### config.mk
export PLATFORM = sky130hd
export DESIGN_NAME = evenodd_run_monitor_flat
export DESIGN_NICKNAME = d
export VERILOG_FILES = /design/src/rtl/evenodd_run_monitor_if.sv /design/src/rtl/evenodd_run_monitor.sv /design/src/flat_wrapper.sv
export SDC_FILE = /design/constraint.sdc
export NUM_CORES = 1
export LEC_CHECK = 0
export BUFFER_PORTS_ARGS = -buffer_cell sky130_fd_sc_hd__buf_2
export CAP_MARGIN = 20
export CORE_ASPECT_RATIO = 1.75
export CORE_MARGIN = 3
export CORE_UTILIZATION = 37
export CTS_CLUSTER_DIAMETER = 30
export DETAILED_ROUTE_END_ITERATION = 10
export PLACE_DENSITY_LB_ADDON = 0.2
export SKIP_CTS_REPAIR_TIMING = 1
export SYNTH_ARGS = -nofsm -noshare
export SYNTH_HDL_FRONTEND = slang
export SYNTH_SLANG_ARGS = --single-unit
### constraint.sdc
create_clock -name clk -period 2 [get_ports clk]
set_clock_uncertainty 0.15 [all_clocks]
set_input_delay 0.3 -clock clk [delete_from_list [all_inputs] [get_ports clk]]
set_output_delay 0.3 -clock clk [all_outputs]
set_load 0.01 [all_outputs]
### src/rtl/evenodd_run_monitor_if.sv
`default_nettype none
// ============================================================================
// Module      : evenodd_run_monitor_if
// Description : Sample strobe / flag inputs and statistics outputs of the
//               even/odd run monitor.
// Revision    : 1.0 - initial release
// ============================================================================
interface evenodd_run_monitor_if #(
    parameter int CNT_W = 16,
    parameter int RUN_W = 4
);
    logic             sample_valid;
    logic             even;
    logic             odd;
    logic             clear;
    logic [CNT_W-1:0] even_count;
    logic [CNT_W-1:0] odd_count;
    logic [RUN_W-1:0] run_len;
    logic             run_parity;
    logic             run_alarm;
    logic             error;

    modport master (
        output sample_valid, even, odd, clear,
        input  even_count, odd_count, run_len, run_parity, run_alarm, error
    );

    modport slave (
        input  sample_valid, even, odd, clear,
        output even_count, odd_count, run_len, run_parity, run_alarm, error
    );
endinterface
`default_nettype wire

### src/rtl/evenodd_run_monitor.sv
`default_nettype none
// ============================================================================
// Module      : evenodd_run_monitor
// Description : Saturating even/odd sample counters, same-parity run tracker
//               with threshold alarm, and sticky illegal-sample error.
// Revision    : 1.0 - initial release
// ============================================================================
module evenodd_run_monitor #(
    parameter int CNT_W      = 16,
    parameter int RUN_W      = 4,
    parameter int RUN_THRESH = 4
) (
    input  wire                     clk,
    input  wire                     reset,
    evenodd_run_monitor_if.slave    bus
);

    localparam logic [1:0]       c_S_IDLE     = 2'd0;
    localparam logic [1:0]       c_S_EVEN     = 2'd1;
    localparam logic [1:0]       c_S_ODD      = 2'd2;
    localparam logic [CNT_W-1:0] c_CNT_MAX    = {CNT_W{1'b1}};
    localparam logic [RUN_W-1:0] c_LEN_MAX    = {RUN_W{1'b1}};
    localparam logic [RUN_W-1:0] c_LEN_ONE    = RUN_W'(1);
    localparam logic [RUN_W-1:0] c_RUN_THRESH = RUN_W'(RUN_THRESH);

    logic [1:0]       r_state;
    logic [CNT_W-1:0] r_even_count;
    logic [CNT_W-1:0] r_odd_count;
    logic [RUN_W-1:0] r_run_len;
    logic             r_run_parity;
    logic             r_run_alarm;
    logic             r_error;

    logic             w_legal_even;
    logic             w_legal_odd;
    logic             w_illegal;
    logic [1:0]       w_state_nxt;
    logic [CNT_W-1:0] w_even_count_nxt;
    logic [CNT_W-1:0] w_odd_count_nxt;
    logic [RUN_W-1:0] w_run_len_nxt;
    logic             w_run_parity_nxt;
    logic             w_run_alarm_nxt;
    logic             w_error_nxt;

    assign w_legal_even = bus.sample_valid &  bus.even & ~bus.odd;
    assign w_legal_odd  = bus.sample_valid & ~bus.even &  bus.odd;
    assign w_illegal    = bus.sample_valid & (bus.even == bus.odd);

    always_comb begin
        w_state_nxt      = r_state;
        w_even_count_nxt = r_even_count;
        w_odd_count_nxt  = r_odd_count;
        w_run_len_nxt    = r_run_len;
        w_run_parity_nxt = r_run_parity;
        w_error_nxt      = r_error;

        if (w_legal_even) begin
            if (r_even_count != c_CNT_MAX)
                w_even_count_nxt = r_even_count + CNT_W'(1);
            if (r_state == c_S_EVEN)
                w_run_len_nxt = (r_run_len == c_LEN_MAX) ? r_run_len : r_run_len + c_LEN_ONE;
            else
                w_run_len_nxt = c_LEN_ONE;
            w_state_nxt      = c_S_EVEN;
            w_run_parity_nxt = 1'b0;
        end else if (w_legal_odd) begin
            if (r_odd_count != c_CNT_MAX)
                w_odd_count_nxt = r_odd_count + CNT_W'(1);
            if (r_state == c_S_ODD)
                w_run_len_nxt = (r_run_len == c_LEN_MAX) ? r_run_len : r_run_len + c_LEN_ONE;
            else
                w_run_len_nxt = c_LEN_ONE;
            w_state_nxt      = c_S_ODD;
            w_run_parity_nxt = 1'b1;
        end else if (w_illegal) begin
            w_error_nxt = 1'b1;
        end

        // Alarm tracks the post-edge run length; IDLE has run_len 0 < threshold.
        w_run_alarm_nxt = (w_run_len_nxt >= c_RUN_THRESH);
    end

    always_ff @(posedge clk or posedge reset) begin
        if (reset) begin
            r_state      <= c_S_IDLE;
            r_even_count <= '0;
            r_odd_count  <= '0;
            r_run_len    <= '0;
            r_run_parity <= 1'b0;
            r_run_alarm  <= 1'b0;
            r_error      <= 1'b0;
        end else if (bus.clear) begin
            r_state      <= c_S_IDLE;
            r_even_count <= '0;
            r_odd_count  <= '0;
            r_run_len    <= '0;
            r_run_parity <= 1'b0;
            r_run_alarm  <= 1'b0;
            r_error      <= 1'b0;
        end else begin
            r_state      <= w_state_nxt;
            r_even_count <= w_even_count_nxt;
            r_odd_count  <= w_odd_count_nxt;
            r_run_len    <= w_run_len_nxt;
            r_run_parity <= w_run_parity_nxt;
            r_run_alarm  <= w_run_alarm_nxt;
            r_error      <= w_error_nxt;
        end
    end

    assign bus.even_count = r_even_count;
    assign bus.odd_count  = r_odd_count;
    assign bus.run_len    = r_run_len;
    assign bus.run_parity = r_run_parity;
    assign bus.run_alarm  = r_run_alarm;
    assign bus.error      = r_error;

endmodule
`default_nettype wire

### src/flat_wrapper.sv
// flat-port wrapper written by rule: the top's interface ports become plain ports
module evenodd_run_monitor_flat 
#(
    parameter int CNT_W      = 16,
    parameter int RUN_W      = 4,
    parameter int RUN_THRESH = 4
)
  (clk, reset, bus_sample_valid, bus_even, bus_odd, bus_clear, bus_even_count, bus_odd_count, bus_run_len, bus_run_parity, bus_run_alarm, bus_error);
  evenodd_run_monitor_if #(.CNT_W(CNT_W), .RUN_W(RUN_W)) bus_i ();
  input  wire clk;
  input  wire reset;
  input wire logic [$bits(bus_i.sample_valid)-1:0] bus_sample_valid;
  input wire logic [$bits(bus_i.even)-1:0] bus_even;
  input wire logic [$bits(bus_i.odd)-1:0] bus_odd;
  input wire logic [$bits(bus_i.clear)-1:0] bus_clear;
  output wire logic [$bits(bus_i.even_count)-1:0] bus_even_count;
  output wire logic [$bits(bus_i.odd_count)-1:0] bus_odd_count;
  output wire logic [$bits(bus_i.run_len)-1:0] bus_run_len;
  output wire logic [$bits(bus_i.run_parity)-1:0] bus_run_parity;
  output wire logic [$bits(bus_i.run_alarm)-1:0] bus_run_alarm;
  output wire logic [$bits(bus_i.error)-1:0] bus_error;
  assign bus_i.sample_valid = bus_sample_valid;
  assign bus_i.even = bus_even;
  assign bus_i.odd = bus_odd;
  assign bus_i.clear = bus_clear;
  assign bus_even_count = bus_i.even_count;
  assign bus_odd_count = bus_i.odd_count;
  assign bus_run_len = bus_i.run_len;
  assign bus_run_parity = bus_i.run_parity;
  assign bus_run_alarm = bus_i.run_alarm;
  assign bus_error = bus_i.error;
  evenodd_run_monitor #(.CNT_W(CNT_W), .RUN_W(RUN_W), .RUN_THRESH(RUN_THRESH)) u_core (.clk(clk), .reset(reset), .bus(bus_i));
endmodule
# Word level (Yosys, flattened, before mapping)
# Cells that the tools add are included.
# op_classes
addsub	3
magnitude_cmp	1
n_eq_ne	8
n_mux	24
n_bitwise	7
reduce_logical	9
# op_table
operator	n
16-bit two-way mux	7
16-bit by 1-bit adder with 16-bit output (second input constant)	2
16-bit != test (second input constant)	2
4-bit two-way mux	6
2-bit nonzero test	5
1-bit two-way mux	8
2-bit two-way mux	3
3-bit AND reduction	2
1-bit AND	5
4-bit by 1-bit adder with 4-bit output (second input constant)	1
4-bit equality test (second input constant)	1
4-bit by 3-bit >= comparator with 1-bit output (second input constant)	1
2-bit != test (second input constant)	2
3-bit nonzero test	1
2-bit by 1-bit equality test with 1-bit output (second input constant)	1
2-bit equality test (second input constant)	1
1-bit inverter	2
2-bit AND reduction	1
1-bit equality test	1
# word_totals
ff_bits	41
output_inout_bits	39
word_cells	59

# Depth between registers and ports, before layout
# Gate-level depths: netlist (run 1).
# depth
ltp_word	7
depth_mapped	6

# Least setup slack after synthesis (run 1)
# Ideal clock, no wire load.
# synth_timing
path_type	flip-flop to flip-flop
start	register u_core.r_even_count[0] (netlist: u_core.bus.even_count[0])
end	register u_core.r_even_count[13] (netlist: u_core.bus.even_count[13])
setup_ns	0.125
arrival_ns	1.744
setup_slack_ns	-0.019
path_stages_with_launch	6
period_less_slack_ns	2.019
path_cell_list	dfrtp_1 -> ha_1 -> and2_0 -> buf_2 -> a2111oi_2 -> mux2_2
# synth_via
elab_chain_len	4
word_cells_on_any_way	7
classes_between	1 x add/sub; 1 x eq/ne; 3 x mux; 2 x reduce/logical
# synth_lines
item	line	text
start, declared	evenodd_run_monitor.sv:27	logic [CNT_W-1:0] r_even_count;
start signal, assigned	evenodd_run_monitor.sv:102	r_even_count <= w_even_count_nxt;
16-bit by 1-bit adder with 16-bit output	evenodd_run_monitor.sv:59	w_even_count_nxt = r_even_count + CNT_W'(1);
16-bit two-way mux	evenodd_run_monitor.sv:58	if (r_even_count != c_CNT_MAX)
16-bit two-way mux	evenodd_run_monitor.sv:57	if (w_legal_even) begin
16-bit two-way mux	evenodd_run_monitor.sv:92	end else if (bus.clear) begin
# Several ways; a longest one is shown, not always the timed one. The select of a mux whose other input is x is not followed.
# A chain may end at the register's enable or synchronous reset.

# Worst setup path in the final report (run 1)
# layout_timing
start	register u_core.r_odd_count[0] (netlist: u_core.bus.odd_count[0])
end	register u_core.r_odd_count[15] (netlist: u_core.bus.odd_count[15])
# layout_via
elab_chain_len	5
word_cells_on_any_way	8
classes_between	1 x add/sub; 1 x eq/ne; 4 x mux; 2 x reduce/logical
# layout_lines
item	line	text
start, declared	evenodd_run_monitor.sv:28	logic [CNT_W-1:0] r_odd_count;
start signal, assigned	evenodd_run_monitor.sv:103	r_odd_count <= w_odd_count_nxt;
16-bit by 1-bit adder with 16-bit output	evenodd_run_monitor.sv:68	w_odd_count_nxt = r_odd_count + CNT_W'(1);
16-bit two-way mux	evenodd_run_monitor.sv:67	if (r_odd_count != c_CNT_MAX)
16-bit two-way mux	evenodd_run_monitor.sv:66	end else if (w_legal_odd) begin
16-bit two-way mux	evenodd_run_monitor.sv:57	
16-bit two-way mux	evenodd_run_monitor.sv:92	
# Several ways; a longest one is shown, not always the timed one. The select of a mux whose other input is x is not followed.

==> metrics.yaml, run 1 <==
outcome: "finished with violations"
violations: "negative hold slack"
regArea_um2: 1000
switching_power_uw: 387
ys_warn_count: 0
ir_worst_vdd_v: 0.000340
ios: 45
grt_pass1_vias: 2305
grt_pass1_wl_um: 10900
mostFrequentLayoutCells: "44 x buf_2, 40 x dfrtp_1, 31 x buf_4"
yosys_register_bits: 40
critical_path.max_stage_delay_ns: 0.38
overflow: 0
pwr-share-comb: 0.092
multi_input_area_um2: 1390
max-cap-violations: 0
synth_fp_nets: 273
antenna_left: 0
path_max_fanout: 6
cp_top_family: "simple AND/OR/NAND/NOR gates"
p_seq_frac: 0.535
drtIter0Drc: 119
die_h_um: 114
synth_edf_count: 0
crit_path_end_kind: "flip-flop"
crit_slowest_cell: "dfrtp_1"
numCtsBuffers: 5
power_density_nw_per_um2: 498
cts_num_sinks: 40
power.leakage_nw: 1.43
p_int_mw: 1.16
nFillCells: 634
drv_slew: 0
tightest_slew_ns: 0.523
setup_viol_count_final: 0
setup_tns_ns: 0
core_area_um2: 6320
netlist_instances: 264
crit_end: "u_core.bus.odd_count[15]"
reg2reg_from: "u_core.bus.odd_count[0]"
pwr-share-clk: 0.372
syn_to_final_growth_pct: 25.8
die-area_um2: 7700
antenna_found_initial: 0
dr.pass1.iters: 7
place_inst: 408
fin_hold_ws_ns: -0.0379
syn_avg_cell_area_um2: 9.32
layout.nets: 344
mostFrequentLayoutCell: "buf_2"
hpwlAfterDp_um: 4770
fin_crit_sh: 0.965
swShare: 0.251
cp_cell_sequence: "ha_1 -> nand3_1 -> nor3_2 -> buf_4 -> nor4_1 -> mux2_1"
drive_above_1_share: 0.289
fmax_mhz: 518
drc: 0
arrival_ns: 1.96
synth_flop_cell: "dfrtp_1"
cts_buffer_depth: 2
ys_async_sr_fraction: 1.00
reg2reg_slack_ns: 0.07
viasPerCell: 5.61
crit_required_ns: 2.04
antenna_cells: 0
rows: 38
grt_usage: 0.185
hold_viol: 40
start_util: 0.389
ys_seq_area_frac: 0.407
numPortBuffers: 44
num_vias: 2334
critPathKind: "flip-flop to flip-flop"
clk_pin_slew_worst_paths_ns: 0.08
cts_tree: "yes"
finalWirelength_um: 6420
rsz0062_at_grt: "false"
htree_levels: 2
instances_no_fill: 416
crit_path_start_kind: "flip-flop"
grt_max_degree: 41
cp.depth: 6
cts-root-buf: "clkbuf_8"
rr_worst_depth: 6
synth_cell_types: 62
relSlewSlack: 0.651
worstSetupStartpoint: "u_core.bus.odd_count[0]"
clk_latency_ns: 0.30
cp_num_buf_inv: 1
reg2reg_to: "u_core.bus.odd_count[15]"
syn_area_um2: 2460
wl_per_cell_um: 15.4
die_w_um: 67.7
place_congestion: 0.817
min_path_type: "input port to asynchronous set/reset pin"
period_minus_slack_ns: 1.93
[kinds of logic after synthesis]
family | after synthesis | share of synthesized area
and+or+nand+nor | 123 | 0.288
muxes | 15 | 0.0681
DFF | 40 | 0.407
AOI/OAI and AO/OA | 62 | 0.178
buffers and inverters | 19 | 0.0366
adders and majority gates | 3 | 0.0153
xor gates and xnor gates | 2 | 0.00712
[cell type report]
class,instances,area share
Clock buffer,8,0.0291
Sequential cell,40,0.323
Tap cell,80,0.0323
Multi-Input combinational cell,205,0.449
Timing Repair Buffer,77,0.159
Inverter,6,0.00727
[per-stage QoR]
step	power (mW)	setup slack, ns	utilization	cell area (um2)	hold slack, ns
4_1_cts	1.57	0.0639	0.487	3080	-0.0157
2_1_floorplan	0.924	0.0274	-	2460	0.300
3_3_place_gp	0.985	0.0926	0.473	2990	0.316
5_1_grt	1.61	0.00485	0.490	3100	0.0121
6_report	1.54	0.0701	0.490	3100	-0.0379
3_5_place_dp	0.987	0.0595	0.473	2990	0.315
[worst min-delay path by stage]
stage	start	endpoint	slack [ns]	depth (start not counted)
6_report	reset	u_core.bus.even_count[10]	-0.04	3
5_1_grt	reset	u_core.bus.even_count[10]	0.01	3
4_1_cts	reset	u_core.bus.even_count[10]	-0.02	3
3_5_place_dp	reset	u_core.bus.even_count[10]	0.32	3
3_3_place_gp	reset	u_core.bus.even_count[8]	0.32	3
2_1_floorplan	bus_sample_valid	u_core.bus.error	0.30	2
[cell usage after synthesis (all sizes together) (2+ instances only)]
cell type   n  area [um2]
a311oi      2        17.5
nand3      14        70.1
inv         5        18.8
o31ai       7        52.6
buf        10        56.3
and2        3        18.8
or3         3        18.8
nand2b      2        12.5
nor3        5        25.0
or4         8        60.1
nor4        8        56.3
and3        4        25.0
clkbuf      3        11.3
nand2      13        48.8
nand4b      2        17.5
or3b        2        17.5
o211ai      4        35.0
a2111oi     3        32.5
o2111ai     3        32.5
nand3b      3        35.0
a22o        2        17.5
o21ai       6        30.0
nand4       4        25.0
nor2       28         105
ha          3        37.5
a21oi      20         100
or2         2        12.5
and3b       3        26.3
mux2       14         158
and4        3        26.3
dfrtp      40        1000
nor2b      13        81.3
a211oi      5        37.5
[power by group through the flow]
| stage | Sequential, mW | Clock, mW | Combinational, mW |
|---|---|---|---|
| after floorplan | 0.849 | 0 | 0.0753 |
| after global placement | 0.842 | 0 | 0.143 |
| after detailed placement | 0.842 | 0 | 0.145 |
| after CTS | 0.826 | 0.599 | 0.145 |
| after global routing | 0.828 | 0.626 | 0.161 |
| final | 0.826 | 0.574 | 0.142 |
[worst reg2reg max path, cell delays in order, from the launching register on]
cell and delay [ns]:
dfrtp_1 0.38, ha_1 0.22, nand3_1 0.14, nor3_2 0.09, buf_4 0.16, nor4_1 0.33, mux2_1 0.35
[registers in the layout (all words and copies together) (netlist names)]
name,flops
u_core.bus.error,1
u_core.bus.even_count,16
u_core.bus.odd_count,16
u_core.bus.run_alarm,1
u_core.bus.run_len,4
u_core.bus.run_parity,1
u_core.r_state,1
[metal layers]
layer | vias up | global-route usage | part of all wire
met2 | 40 | 0.319 | 0.53
met1 | 1141 | 0.212 | 0.41
li1 | 1141 | - | -
met4 | 0 | 0.0854 | 0.026
met5 | - | 0 | 0
met3 | 12 | 0.0355 | 0.034
No activity file was read; power rests on OpenSTA's default activity.
==> run 2, diff against run 1 <==
--- a/config.mk
+++ b/config.mk
@@ -5,9 +5,10 @@
 export SDC_FILE = /design/constraint.sdc
 export NUM_CORES = 1
 export LEC_CHECK = 0
+export ABC_AREA = 1
 export BUFFER_PORTS_ARGS = -buffer_cell sky130_fd_sc_hd__buf_2
 export CAP_MARGIN = 20
-export CORE_ASPECT_RATIO = 1.75
+export CORE_ASPECT_RATIO = 0.8
 export CORE_MARGIN = 3
 export CORE_UTILIZATION = 37
 export CTS_CLUSTER_DIAMETER = 30
==> run 2 against run 1 <==
  * The run still ends with negative hold slack left
  * Clock-buffer cell count decreased by 2
  * Worst setup slack improved by 0.076 ns
  * Sequential power increased by 2.7%
  * Non-clock buffer count decreased by 19
  * Global-route usage decreased by 0.78 points
  * Critical path depth increased by 2
  * First-iteration DRC count increased by 39%
  * Routed wire length increased by 6.4%
  * Clock power increased by 24%
  * Critical path type unchanged
  * Critical endpoint is now u_core.bus.odd_count[4]
  * Highest routed layer unchanged
==> metrics.yaml, run 2 <==
cts_buffer_depth: 2  # unchanged
syn_avg_cell_area_um2: 6.93  # was 9.32 um2
pwr-share-clk: 0.408  # was 0.372
arrival_ns: 1.89  # was 1.96 ns
power.leakage_nw: 1.57  # was 1.43 nW
rsz0062_at_grt: "false"  # unchanged
path_max_fanout: 6  # unchanged
outcome: "finished with violations"  # unchanged
crit_path_start_kind: "flip-flop"  # unchanged
synth_area_leaders: "dfrtp_1 38%, nand2_1 17%, nand3_1 7.5%, nor2_1 7.0%, inv_1 6.6%"  # was dfrtp_1 41%, mux2_1 5.0%, nor2_1 4.3%, a21oi_1 4.1%, nor2b_1 3.3%
fmax_mhz: 540  # was 518 MHz
dr.pass1.iters: 4  # was 7
rows: 26  # was 38
reg2reg_slack_ns: 0.15  # was 0.07 ns
ys_warn_count: 0  # unchanged
fin_crit_sh: 0.927  # was 0.965
synth_top_area_share: 0.383  # was 0.407
grt_pass1_vias: 2423  # was 2305
reg2reg_from: "u_core.bus.odd_count[1]"  # was u_core.bus.odd_count[0]
synth_fp_nets: 386  # was 273
place_inst: 510  # was 408
grtUsageMet1: 0.264  # was 0.212
wl_per_cell_um: 13.1  # was 15.4 um
power_density_nw_per_um2: 551  # was 498 nW/um2
final_util: 0.480  # was 0.490
ios: 45  # unchanged
cts-root-buf: "clkbuf_8"  # unchanged
place_ws_ns: 0.0836  # was 0.0595 ns
clk_pin_slew_worst_paths_ns: 0.09  # was 0.08 ns
rr_worst_depth: 8  # was 6
min_path_type: "input port to asynchronous set/reset pin"  # unchanged
synth_edf_count: 0  # unchanged
synth_flop_cell: "dfrtp_1"  # unchanged
antenna_left: 0  # unchanged
relSlewSlack: 0.638  # was 0.651
max-cap-violations: 0  # unchanged
placed_area_um2: 2970  # was 2990 um2
violations: "negative hold slack"  # unchanged
drive_above_1_share: 0.222  # was 0.289
tightest_slew_ns: 0.544  # was 0.523 ns
yosysMostFrequentCell: "nand2_1"  # was dfrtp_1
pwr-share-comb: 0.106  # was 0.092
grt_pass1_wl_um: 11600  # was 10900 um
worstSetupStartpoint: "u_core.bus.odd_count[1]"  # was u_core.bus.odd_count[0]
htree_levels: 2  # unchanged
swShare: 0.257  # was 0.251
die_w_um: 100  # was 67.7 um
nFillCells: 669  # was 634
mostFrequentLayoutCell: "nand2_1"  # was buf_2
synth_top_area_cell: "dfrtp_1"  # unchanged
start_util: 0.396  # was 0.389
instances_no_fill: 520  # was 416
fin_hold_ws_ns: -0.0189  # was -0.0379 ns
antenna_found_initial: 0  # unchanged
numCtsBuffers: 5  # unchanged
die_h_um: 81.2  # was 114 um
stdcell_area_um2: 3170  # was 3100 um2
grtUsageMet3: 0.0326  # was 0.0355
yosys_register_bits: 40  # unchanged
num_vias: 2590  # was 2334
hpwlAfterDp_um: 5010  # was 4770 um
reg2reg_to: "u_core.bus.odd_count[4]"  # was u_core.bus.odd_count[15]
ys_seq_area_frac: 0.383  # was 0.407
syn_to_final_growth_pct: 21.3  # was 25.8%
hold_viol: 40  # unchanged
setup_tns_ns: 0  # unchanged
synth_cell_types: 30  # was 62
grt_usage: 0.177  # was 0.185
die-area_um2: 8120  # was 7700 um2
ir_worst_vdd_v: 0.000296  # was 0.000340 V
synth_commonest_cells: "115 x nand2_1, 49 x nor2_1, 46 x inv_1, 40 x dfrtp_1, 39 x nand3_1"  # was 40 x dfrtp_1, 28 x nor2_1, 20 x a21oi_1, 14 x nand3_1
p_seq_frac: 0.486  # was 0.535
grt_max_degree: 41  # unchanged
setup_viol_count_final: 0  # unchanged
switching_power_uw: 448  # was 387 uW
crit_end: "u_core.bus.odd_count[4]"  # was u_core.bus.odd_count[15]
syn_area_um2: 2610  # was 2460 um2
netlist_instances: 377  # was 264
drtIter0Drc: 166  # was 119
grt.busiest_layer: "met2"  # unchanged
crit_path_end_kind: "flip-flop"  # unchanged
critPathKind: "flip-flop to flip-flop"  # unchanged
viasPerCell: 4.98  # was 5.61
ys_async_sr_fraction: 1.00  # unchanged
core_area_um2: 6600  # was 6320 um2
cts_num_sinks: 40  # unchanged
place_congestion: 0.872  # was 0.817
mostFrequentLayoutCells: "115 x nand2_1, 49 x nor2_1, 45 x inv_1"  # was 44 x buf_2, 40 x dfrtp_1, 31 x buf_4
met2_usage: 0.267  # was 0.319
fin_ws_ns: 0.147  # was 0.0701 ns
numPortBuffers: 44  # unchanged
antenna_cells: 0  # unchanged
clk_latency_ns: 0.29  # was 0.30 ns
period_minus_slack_ns: 1.85  # was 1.93 ns
p_int_mw: 1.30  # was 1.16 mW
layout.nets: 444  # was 344
cts_tree: "yes"  # unchanged
overflow: 0  # unchanged
crit_required_ns: 2.04  # about the same
drc: 0  # unchanged
drv_slew: 0  # unchanged
finalWirelength_um: 6830  # was 6420 um
power_mw: 1.75  # was 1.54 mW
[run 2: changes by cell type after synthesis, sizes merged, moves of 13 or more]
| cell | delta |
|---|---|
| nand2 | +104 |
| nand3 | +26 |
| o21ai | +25 |
| inv | +42 |
| nor2 | +23 |
| nor2b | -13 |
| mux2 | -14 |
| a21oi | -17 |
[run 2: worst max-delay path, stage by stage (launching register included)]
cell and delay, ns:
dfrtp_2 0.43, ha_4 0.17, nand3_2 0.12, inv_2 0.10
nand3_1 0.11, o21ai_4 0.28, clkinvlp_4 0.24, nand2_1 0.10
nand2_1 0.05
[run 2: final cells by class]
| type | instances | area [um2] | share of cell area |
|---|---|---|---|
| clock buffer | 6 | 82.6 | 0.0260 |
| clock inverter | 2 | 38.8 | 0.0122 |
| inverter | 47 | 180 | 0.0568 |
| multi-input combinational | 282 | 1420 | 0.448 |
| sequential | 40 | 1010 | 0.318 |
| tap | 84 | 105 | 0.0331 |
| timing repair buffer | 58 | 329 | 0.104 |
| timing repair inverter | 1 | 7.51 | 0.00237 |
[run 2: worst min-delay path by stage]
stage / start / slack, ns / to
6_report: reset / -0.02 / u_core.bus.run_parity
5_1_grt: reset / 0.03 / u_core.bus.run_parity
4_1_cts: reset / -0.004 / u_core.bus.run_len[1]
3_5_place_dp: reset / 0.33 / u_core.bus.run_alarm
3_3_place_gp: reset / 0.32 / u_core.bus.odd_count[15]
2_1_floorplan: bus_sample_valid / 0.30 / u_core.bus.error
[run 2: power groups by stage]
stage	Sequential [mW]	Combinational, mW	Clock (mW)
finish	0.848	0.185	0.713
global route	0.852	0.213	0.762
CTS	0.844	0.174	0.737
detailed placement	0.860	0.174	0
global placement	0.860	0.172	0
floorplan	0.869	0.105	0
[run 2: cells by family after synthesis]
family,count (synthesis),synth area share
buf+inv,56,0.0943
fa+ha+maj,3,0.0144
compound gates,43,0.105
flops,40,0.383
xor+xnor,12,0.0402
simple gates,223,0.363
[run 2: metal layers]
| metal | part of all wire | routed length (um) |
|---|---|---|
| met1 | 0.53 | 3620 |
| met4 | 0.0050 | 34 |
| met2 | 0.42 | 2860 |
| met3 | 0.047 | 322 |
| met5 | 0 | 0 |
==> run 3, diff against run 2 <==
==> constraint.sdc (replaced) <==
create_clock -name clk -period 1.9 [get_ports clk]
set_clock_uncertainty 0.15 [all_clocks]
set_input_delay 0.285 -clock clk [delete_from_list [all_inputs] [get_ports clk]]
set_output_delay 0.285 -clock clk [all_outputs]
set_load 0.01 [all_outputs]
==> run 3 against run 2 <==
  * The run still ends with negative hold slack left
  * Clock-buffer cell count rose by 1
  * Cell count increased by 0.96%
  * Die area did not move
  * Via count down 0.77%
  * Sequential power up 4.7%
  * Routed wire length about the same
  * Final area grew 1.7%
  * Combinational power grew 14%
  * Non-clock buffer count increased by 6
  * Fmax grew 3.5%
  * First-iteration DRC count is 17% higher
  * Hold slack got worse by 0.026 ns
==> metrics.yaml, run 3 (synthesis results as in run 2) <==
fin_crit_sh: 0.943  # was 0.927
fmax_mhz: 558  # was 540 MHz
critical_path.max_stage_delay_ns: 0.39  # was 0.43 ns
path_common_cell: "nand3_2"  # was nand2_1
cts_buffer_depth: 2  # unchanged
die_w_um: 100  # unchanged
tightest_slew_ns: 0.537  # was 0.544 ns
grt_usage: 0.177  # about the same
cts_num_sinks: 40  # unchanged
rr_worst_depth: 8  # unchanged
reg2reg_to: "u_core.bus.odd_count[5]"  # was u_core.bus.odd_count[4]
finalWirelength_um: 6830  # about the same
power_mw: 1.87  # was 1.75 mW
wl_per_cell_um: 13.0  # was 13.1 um
ios: 45  # unchanged
power.leakage_nw: 1.61  # was 1.57 nW
cts_tree: "yes"  # unchanged
critPathKind: "flip-flop to flip-flop"  # unchanged
max-cap-violations: 0  # unchanged
min_path_type: "input port to asynchronous set/reset pin"  # unchanged
hpwlAfterDp_um: 5040  # was 5010 um
clk_latency_ns: 0.29  # about the same
power_density_nw_per_um2: 579  # was 551 nW/um2
layout.nets: 449  # was 444
mostFrequentLayoutCell: "nand2_1"  # unchanged
drc: 0  # unchanged
crit_required_ns: 1.94  # was 2.04 ns
relSlewSlack: 0.642  # was 0.638
die-area_um2: 8120  # unchanged
cts-root-buf: "clkbuf_8"  # unchanged
grt_max_degree: 41  # unchanged
period_minus_slack_ns: 1.79  # was 1.85 ns
crit_path_end_kind: "flip-flop"  # unchanged
drv_slew: 0  # unchanged
drtIter0Drc: 195  # was 166
num_vias: 2570  # was 2590
setup_tns_ns: 0  # unchanged
numCtsBuffers: 5  # unchanged
antenna_cells: 0  # unchanged
antenna_left: 0  # unchanged
place_congestion: 0.862  # was 0.872
rows: 26  # unchanged
crit_path_start_kind: "flip-flop"  # unchanged
nFillCells: 677  # was 669
syn_to_final_growth_pct: 23.3  # was 21.3%
clk_pin_slew_worst_paths_ns: 0.08  # was 0.09 ns
antenna_found_initial: 0  # unchanged
core_area_um2: 6600  # unchanged
numPortBuffers: 44  # unchanged
violations: "negative hold slack"  # unchanged
dr.pass1.iters: 4  # unchanged
reg2reg_slack_ns: 0.11  # was 0.15 ns
overflow: 0  # unchanged
grt_pass1_vias: 2382  # was 2423
path_max_fanout: 6  # unchanged
reg2reg_from: "u_core.bus.odd_count[0]"  # was u_core.bus.odd_count[1]
hold_viol: 40  # unchanged
cp_num_buf_inv: 2  # unchanged
arrival_ns: 1.83  # was 1.89 ns
mostFrequentLayoutCells: "111 x nand2_1, 48 x nor2_1, 45 x inv_1"  # was 115 x nand2_1, 49 x nor2_1, 45 x inv_1
ir_worst_vdd_v: 0.000356  # was 0.000296 V
fin_hold_ws_ns: -0.0446  # was -0.0189 ns
die_h_um: 81.2  # unchanged
grt_pass1_wl_um: 11400  # was 11600 um
setup_viol_count_final: 0  # unchanged
cp_top_family: "flip-flops"  # unchanged
crit_slowest_cell: "dfrtp_1"  # was dfrtp_2
start_util: 0.396  # unchanged
rsz0062_at_grt: "false"  # unchanged
outcome: "finished with violations"  # unchanged
htree_levels: 2  # unchanged
cp_cell_sequence: "ha_4 -> nand3_2 -> inv_2 -> nand3_2 -> o21ai_4 -> clkinvlp_4 -> nand2_2 -> o21ai_2"  # was ha_4 -> nand3_2 -> inv_2 -> nand3_1 -> o21ai_4 -> clkinvlp_4 -> nand2_1 -> nand2_1
viasPerCell: 4.90  # was 4.98
drive_above_1_share: 0.243  # was 0.222
[run 3: worst register-to-register path, stage by stage (launching register included)]
cell and delay (ns):
dfrtp_1 0.39, ha_4 0.18, nand3_2 0.13, inv_2 0.11, nand3_2 0.08, o21ai_4 0.26, clkinvlp_4 0.24, nand2_2 0.11
o21ai_2 0.05
[run 3: how the worst max path moves through the flow]
stage / start / endpoint / slack (ns) / cells past startpoint
2_1_floorplan: u_core.bus.odd_count[0] / u_core.bus.odd_count[5] / 0.1 / 9
3_3_place_gp: u_core.bus.even_count[0] / u_core.bus.even_count[13] / 0.16 / 9
3_5_place_dp: u_core.bus.even_count[0] / u_core.bus.even_count[15] / 0.12 / 9
4_1_cts: u_core.bus.even_count[0] / u_core.bus.even_count[15] / 0.1 / 9
5_1_grt: u_core.bus.odd_count[0] / u_core.bus.odd_count[8] / 0.01 / 8
6_report: u_core.bus.odd_count[0] / u_core.bus.odd_count[5] / 0.11 / 8
[run 3: metrics by stage]
step	instance area [um2]	cells	setup WS, ns	util	hold slack (ns)
floorplan	2610	377	0.0998	-	0.290
global placement	3010	513	0.159	0.456	0.307
detailed placement	3010	513	0.118	0.456	0.299
CTS	3140	521	0.0974	0.475	-0.0272
global route	3220	525	0.0120	0.488	0.00920
finish	3220	525	0.109	0.488	-0.0446
[run 3: cell type report]
cell class	instances	area, um2	area share
Sequential cell	40	1010	0.313
Timing Repair inverter	1	7.51	0.00233
Multi-Input combinational cell	281	1410	0.439
Tap cell	84	105	0.0326
Inverter	47	180	0.0559
Timing Repair Buffer	64	383	0.119
Clock buffer	7	96.3	0.0299
Clock inverter	1	30.0	0.00932
[run 3: routing by layer]
metal  up-vias  share of wire  global-route usage
met5         -              0                   0
met4         0         0.0076              0.0538
met3         5          0.048              0.0300
met2        66           0.42               0.263
met1      1171           0.52               0.263
li1       1328              -                   -
[run 3: power by group]
part           internal, mW  total (mW)  leakage [nW]  switching [mW]
sequential            0.868       0.888         0.545          0.0194
combinational        0.0759       0.210         0.999           0.134
clock                 0.464       0.767        0.0645           0.304
total                  1.41        1.87          1.61           0.457
